<file path="src/rtl/cla_sub_8bit_pipe.sv">
`default_nettype none
// ============================================================================
// Module   : cla_sub_8bit_pipe
// Purpose  : Two-stage pipelined subtractor (A - B) using borrow lookahead per
//            half-word, with valid/ready handshake on both sides.
//            Optional macro CLA_SUB_SAT_EN: unsigned saturation to zero on borrow.
// Revision : 1.0 - initial release
// ============================================================================
module cla_sub_8bit_pipe #(
    parameter int WIDTH = 8
) (
    input  logic             clk,
    input  logic             rst,
    input  logic             in_valid,
    output logic             in_ready,
    input  logic [WIDTH-1:0] A,
    input  logic [WIDTH-1:0] B,
    output logic             out_valid,
    input  logic             out_ready,
    output logic [WIDTH:0]   Diff
);

    localparam int c_HALF = WIDTH / 2;

    // Flattened lookahead: borrow into bit i is the OR of every generate below
    // i that survives the propagate chain up to i, plus the incoming borrow
    // surviving the full chain. No term depends on a previously computed borrow.
    function automatic logic [c_HALF:0] f_borrow_chain(
        input logic [c_HALF-1:0] g,
        input logic [c_HALF-1:0] p,
        input logic              bin
    );
        logic [c_HALF:0] b;
        logic            term;
        b    = '0;
        b[0] = bin;
        for (int i = 1; i <= c_HALF; i++) begin
            for (int j = 0; j < i; j++) begin
                term = g[j];
                for (int k = j + 1; k < i; k++) begin
                    term = term & p[k];
                end
                b[i] = b[i] | term;
            end
            term = bin;
            for (int k = 0; k < i; k++) begin
                term = term & p[k];
            end
            b[i] = b[i] | term;
        end
        return b;
    endfunction

    // ------------------------------------------------------------------
    // Handshake
    // ------------------------------------------------------------------
    logic r_s1_valid;
    logic r_out_valid;
    logic w_s2_free;
    logic w_accept;

    assign w_s2_free = ~r_out_valid | out_ready;
    assign in_ready  = ~r_s1_valid | w_s2_free;
    assign w_accept  = in_valid & in_ready;

    // ------------------------------------------------------------------
    // Stage 1: low half
    // ------------------------------------------------------------------
    logic [c_HALF-1:0] w_g_lo;
    logic [c_HALF-1:0] w_p_lo;
    logic [c_HALF:0]   w_b_lo;
    logic [c_HALF-1:0] w_d_lo;

    assign w_g_lo = ~A[c_HALF-1:0] & B[c_HALF-1:0];
    assign w_p_lo = ~(A[c_HALF-1:0] ^ B[c_HALF-1:0]);
    assign w_b_lo = f_borrow_chain(w_g_lo, w_p_lo, 1'b0);
    assign w_d_lo = A[c_HALF-1:0] ^ B[c_HALF-1:0] ^ w_b_lo[c_HALF-1:0];

    logic [c_HALF-1:0] r_s1_diff_lo;
    logic              r_s1_bout_lo;
    logic [c_HALF-1:0] r_s1_a_hi;
    logic [c_HALF-1:0] r_s1_b_hi;

    always_ff @(posedge clk) begin
        if (rst) begin
            r_s1_valid   <= 1'b0;
            r_s1_diff_lo <= '0;
            r_s1_bout_lo <= 1'b0;
            r_s1_a_hi    <= '0;
            r_s1_b_hi    <= '0;
        end else if (w_accept) begin
            r_s1_valid   <= 1'b1;
            r_s1_diff_lo <= w_d_lo;
            r_s1_bout_lo <= w_b_lo[c_HALF];
            r_s1_a_hi    <= A[WIDTH-1:c_HALF];
            r_s1_b_hi    <= B[WIDTH-1:c_HALF];
        end else if (w_s2_free) begin
            r_s1_valid   <= 1'b0;
        end
    end

    // ------------------------------------------------------------------
    // Stage 2: high half, borrow-in from the registered low half
    // ------------------------------------------------------------------
    logic [c_HALF-1:0] w_g_hi;
    logic [c_HALF-1:0] w_p_hi;
    logic [c_HALF:0]   w_b_hi;
    logic [c_HALF-1:0] w_d_hi;
    logic [WIDTH:0]    w_diff_nxt;

    assign w_g_hi = ~r_s1_a_hi & r_s1_b_hi;
    assign w_p_hi = ~(r_s1_a_hi ^ r_s1_b_hi);
    assign w_b_hi = f_borrow_chain(w_g_hi, w_p_hi, r_s1_bout_lo);
    assign w_d_hi = r_s1_a_hi ^ r_s1_b_hi ^ w_b_hi[c_HALF-1:0];

`ifdef CLA_SUB_SAT_EN
    assign w_diff_nxt = w_b_hi[c_HALF] ? {1'b1, {WIDTH{1'b0}}}
                                       : {1'b0, w_d_hi, r_s1_diff_lo};
`else
    assign w_diff_nxt = {w_b_hi[c_HALF], w_d_hi, r_s1_diff_lo};
`endif

    logic [WIDTH:0] r_diff;

    always_ff @(posedge clk) begin
        if (rst) begin
            r_out_valid <= 1'b0;
            r_diff      <= '0;
        end else if (w_s2_free) begin
            r_out_valid <= r_s1_valid;
            if (r_s1_valid) begin
                r_diff <= w_diff_nxt;
            end
        end
    end

    assign out_valid = r_out_valid;
    assign Diff      = r_diff;

endmodule
`default_nettype wire

</file>
<file path="config.mk">
export PLATFORM = sky130hd
export DESIGN_NAME = cla_sub_8bit_pipe
export DESIGN_NICKNAME = d
export VERILOG_FILES = /design/src/rtl/cla_sub_8bit_pipe.sv
export SDC_FILE = /design/constraint.sdc
export NUM_CORES = 1
export LEC_CHECK = 0
export ABC_CLOCK_PERIOD_IN_PS = 3100
export BUFFER_PORTS_ARGS = -buffer_cell sky130_fd_sc_hd__buf_2
export CORE_ASPECT_RATIO = 1.25
export CORE_MARGIN = 5
export CORE_UTILIZATION = 50
export CTS_BUF_LIST = sky130_fd_sc_hd__clkbuf_8
export DETAILED_ROUTE_END_ITERATION = 10
export PLACE_DENSITY = 0.77
export SLEW_MARGIN = 25
export SYNTH_ARGS = -nofsm -noshare
export SYNTH_HDL_FRONTEND = slang
export SYNTH_SLANG_ARGS = --single-unit
</file>
<file path="constraint.sdc">
create_clock -name clk -period 3.1 [get_ports clk]
set_input_delay 0.62 -clock clk [delete_from_list [all_inputs] [get_ports clk]]
set_output_delay 0.62 -clock clk [all_outputs]
set_load 0.1 [all_outputs]
</file>
Yosys cells after proc, flatten, opt, wreduce, memory -nomap -nowiden

Cells that the tools add are included.
Widths: inputs -> output; s select.

Reduce and logical (&&, ||, !) cells: 2
Bitwise gates (word level): 47
Multiplexer cells: 2

Operator list:

| operator          | count |
|---|---|
| $or 1x1->1        | 18 |
| $and 1x1->1       | 17 |
| $not 4->4         | 4 |
| $xor 4x4->4       | 4 |
| $and 4x4->4       | 2 |
| $mux 1            | 2 |
| $not 1->1         | 2 |
| $reduce_and 2->1  | 1 |
| $reduce_bool 2->1 | 1 |

Bits in registers: 24
Output and inout port bits: 11

Longest topological paths before layout

Word-level depth: 9
Depth in mapped cells: 6

Worst setup path after synthesis

Ideal clock, no wire load.

Path type: flip-flop to output port
Start point: register r_out_valid (netlist: out_valid)
End point: output port in_ready
Stages on the path, launching flop included: 4
Setup slack: 0.912 ns
Data arrival time: 1.568 ns
Data required time: 2.480 ns
Cells stage by stage: dfxtp_1 -> and3b_1 -> inv_2 -> buf_4

Longest elaborated chain between the ends: 3

Ends and longest elaborated chain:

| item                   | RTL line | text |
|---|---|---|
| from (decl)            | 58       | `logic r_out_valid;` |
| from (signal assigned) | 130      | `r_out_valid <= r_s1_valid;` |
| $not 1->1              | 62       | `assign w_s2_free = ~r_out_valid \| out_ready;` |
| $or 1x1->1             | 62       |  |
| $or 1x1->1             | 63       | `assign in_ready = ~r_s1_valid \| w_s2_free;` |
| to (decl)              | 15       | `output logic in_ready,` |

Every way passes these cells.

Worst setup path in the final report

Start point: register r_s1_valid
End point: output port in_ready

Longest elaborated chain between the ends: 2

Ends and longest elaborated chain:

| item                   | RTL line | text |
|---|---|---|
| from (decl)            | 57       | `logic r_s1_valid;` |
| from (signal assigned) | 86       | `r_s1_valid <= 1'b0;` |
| from (signal assigned) | 92       | `r_s1_valid <= 1'b1;` |
| from (signal assigned) | 98       | `r_s1_valid <= 1'b0;` |
| $not 1->1              | 63       |  |
| $or 1x1->1             | 63       |  |

Every way passes these cells.

==> results.md <==
- Final GP Congestion: 0.8287
- Unrepaired setup endpoints after global routing: false
- # rows: 19
- Dominant synthesized flop cell: dfxtp_1
- Layout cells sized above 1: 0.2264
- Full die area: 3434 um2
- Reg-to-reg slack, setup: 1.33 ns
- Post-detailed-route wirelength per cell: 13.65 um
- DP Wirelength: 1893 um
- Most frequent cell after synthesis: a21oi_1
- Critical Path End Type: output port
- Minimum clock period: 2.405 ns
- Filler instances: 216
- Final nets: 192
- Warnings, synthesis: 0
- Crit-path max cell delay: 0.52 ns
- Final Hold Vio Count: 0
- Hold Path Class: register to register
- Crit-path slowest cell: dfxtp_1
- Critical Path Source Type: register
- Reg2reg end: Diff[6]
- Synthesized area per cell: 8.796 um2
- CTS tree: built
- Bufs and invs on worst path: 2
- Register area share after synthesis: 0.4076
- Crit path DAT: 1.79 ns
- DRT iter0 DRCs: 38
- Clock Skews: 0.01079 ns
- Critical path cell sequence: and3b_1 > inv_2 > buf_2
- Syn Inst Count: 134
- Number of diodes: 0
- Area share of the largest cell type after synthesis: 0.4076
- RR Startpoint: r_s1_a_hi[0]
- Cell Count, Final, Fillers Out: 190
- Clock sink total: 24
- GRT overflow: 0
- Setup Buffers After CTS: 0
- Largest net degree at the start of global routing: 25
- Cts hold-fix bufs: 0
- Top cells by instance count after synthesis: 25 x a21oi_1, 24 x dfxtp_1, 16 x o21ai_0
- Initial antenna violation count: 0
- Hold EP: Diff[1]
- Synth cell types: 26
- Die width: 53.43 um
- Post-synth EDFFs: 0
- Slew Limit Fails: 0
- Critical path class: register to output port
- Die Height: 64.28 um
- Leakage dissipation: 0.6025 nW
- Slew @ Worst Pin: 0.4881 ns
- Port bufs: 30
- Routed vias: 1090
- Finish-stage setup viols: 0
- Peak VDD IR: 325.2 uV
- Total Power: 0.0007739 W
- CP required: 2.48 ns
- Placed Instance Area: 1325 um2
- #FFs+latches synth: 24
- Syn Std Cell Area: 1179 um2
- Residual DRC: 0
- Critical path fanouts, max: 18
- First-pass GRT wire length: 4471 um
- Total GRT Usage: 0.1693
- Max_slew headroom: 0.6768
- Wirelength, routed: 2594 um
- R2R cell count: 6
- Leading area contributor after synthesis: dfxtp_1
- Hold Crit Start: Diff[1]
- Io pins: 31
- Clock-pin slew on the worst setup and hold paths: 0.09 ns
- Max-Cap Viols: 0
- Synth async-reset ratio: 0
- Vias/cell: 5.737
- Fmax: 0.4158 GHz
- Cts repair resizes: 0
- Setup TNS: 0 ns
- Tcrit/Tclk final: 0.7759
- Cell count after placement: 186
- Multi-input gate area: 614.3 um2
- Status: complete, no violations
- Synth Net Count: 166
- Clk Latency, worst-skew pair: 0.27 ns
- Post-route antenna net violation count: 0
- Worst hold stages: 2
- Synth area leaders: dfxtp_1 41%, a21oi_1 11%, ha_1 11%, o21ai_0 6.8%, nand3_1 5.9%
- Pwr Density: 554.2 nW/um2
- Vias in the first global route: 1080
- 1st-pass router iterations: 4
- Core Area: 2235 um2
- Finished Cell Area: 1396 um2
- WHS: 0.4770 ns
- Clock tree buffer depth: 2
- Seq. cell area: 480.5 um2
- Area grow syn2layout: 18.47%
- Root Buffer: clkbuf_8
- Htree depth: 1
- Initial core utilization: 0.5274
- CTS Buf Count: 3
- Largest delay share family, worst path: buffers and inverters
## layout make-up
type / count / area share
Multi-Input combinational cell: 90 / 0.4400
Sequential cell: 24 / 0.3441
Timing Repair Buffer: 30 / 0.1075
Clock buffer: 3 / 0.02957
Inverter: 11 / 0.02957
Tap cell: 31 / 0.02778
Clock inverter: 1 / 0.02151
## sequential cells by signal, indices dropped and copies added (netlist names)
register      count
r_s1_b_hi         4
r_s1_bout_lo      1
r_s1_valid        1
out_valid         1
Diff              9
r_s1_a_hi         4
r_s1_diff_lo      4
## worst register-to-register path: stages, from the launching register on
cell	delay, ns
dfxtp_1	0.36
inv_1	0.08
ha_1	0.29
ha_1	0.19
o21a_1	0.19
or3_1	0.30
a311oi_1	0.25
## how the worst max path moves through the flow
stage / from / endpoint / slack [ns] / cells after the start
finish: r_s1_valid / in_ready / 0.69 / 3
global route: r_s1_valid / in_ready / 0.55 / 3
CTS: r_s1_valid / in_ready / 0.72 / 3
detailed placement: out_ready / in_ready / 0.75 / 4
global placement: out_ready / in_ready / 0.78 / 4
floorplan: out_valid / in_ready / 0.91 / 3
## through the flow
step	util	worst slack [ns]
after CTS	0.6249	0.7159
after global routing	0.6249	0.5531
after global placement	0.5929	0.7768
after detailed placement	0.5929	0.7464
final	0.6249	0.6948
after floorplan	-	0.9121
## power breakdown
group | internal (W) | leakage [nW] | switching, W
clock network | 0.000173 | 0.0357 | 0.0000974
logic | 0.0000510 | 0.369 | 0.000111
registers | 0.000328 | 0.198 | 0.0000134
## cell usage in the layout, fill, tap and decap left out, types with 3 or more instances in the layout
| master | netlist | routed |
|---|---|---|
| a211oi_1 | 4 | 4 |
| a311oi_1 | 4 | 4 |
| o21ai_0 | 16 | 16 |
| ha_1 | 10 | 10 |
| dfxtp_1 | 24 | 24 |
| inv_1 | 10 | 10 |
| nand3_1 | 14 | 14 |
| a21oi_1 | 25 | 25 |
| clkbuf_8 | 0 | 3 |
| buf_2 | 3 | 30 |
## logic make-up after synthesis
kind of cell | share of synthesized area
adders and majority gates | 0.1401
DFF | 0.4076
xor gates and xnor gates | 0.01486
AOI/OAI and AO/OA | 0.2654
and+or+nand+nor | 0.1009
buffers and inverters | 0.07112
## metal layers
layer | wire length, um | GRT usage | share of wire
met5 | 0 | 0 | 0
met4 | 74 | 0.07987 | 0.029
met3 | 128 | 0.02093 | 0.049
met2 | 1301 | 0.2822 | 0.50
met1 | 1090 | 0.2101 | 0.42
No activity file was read; power rests on OpenSTA's default activity.
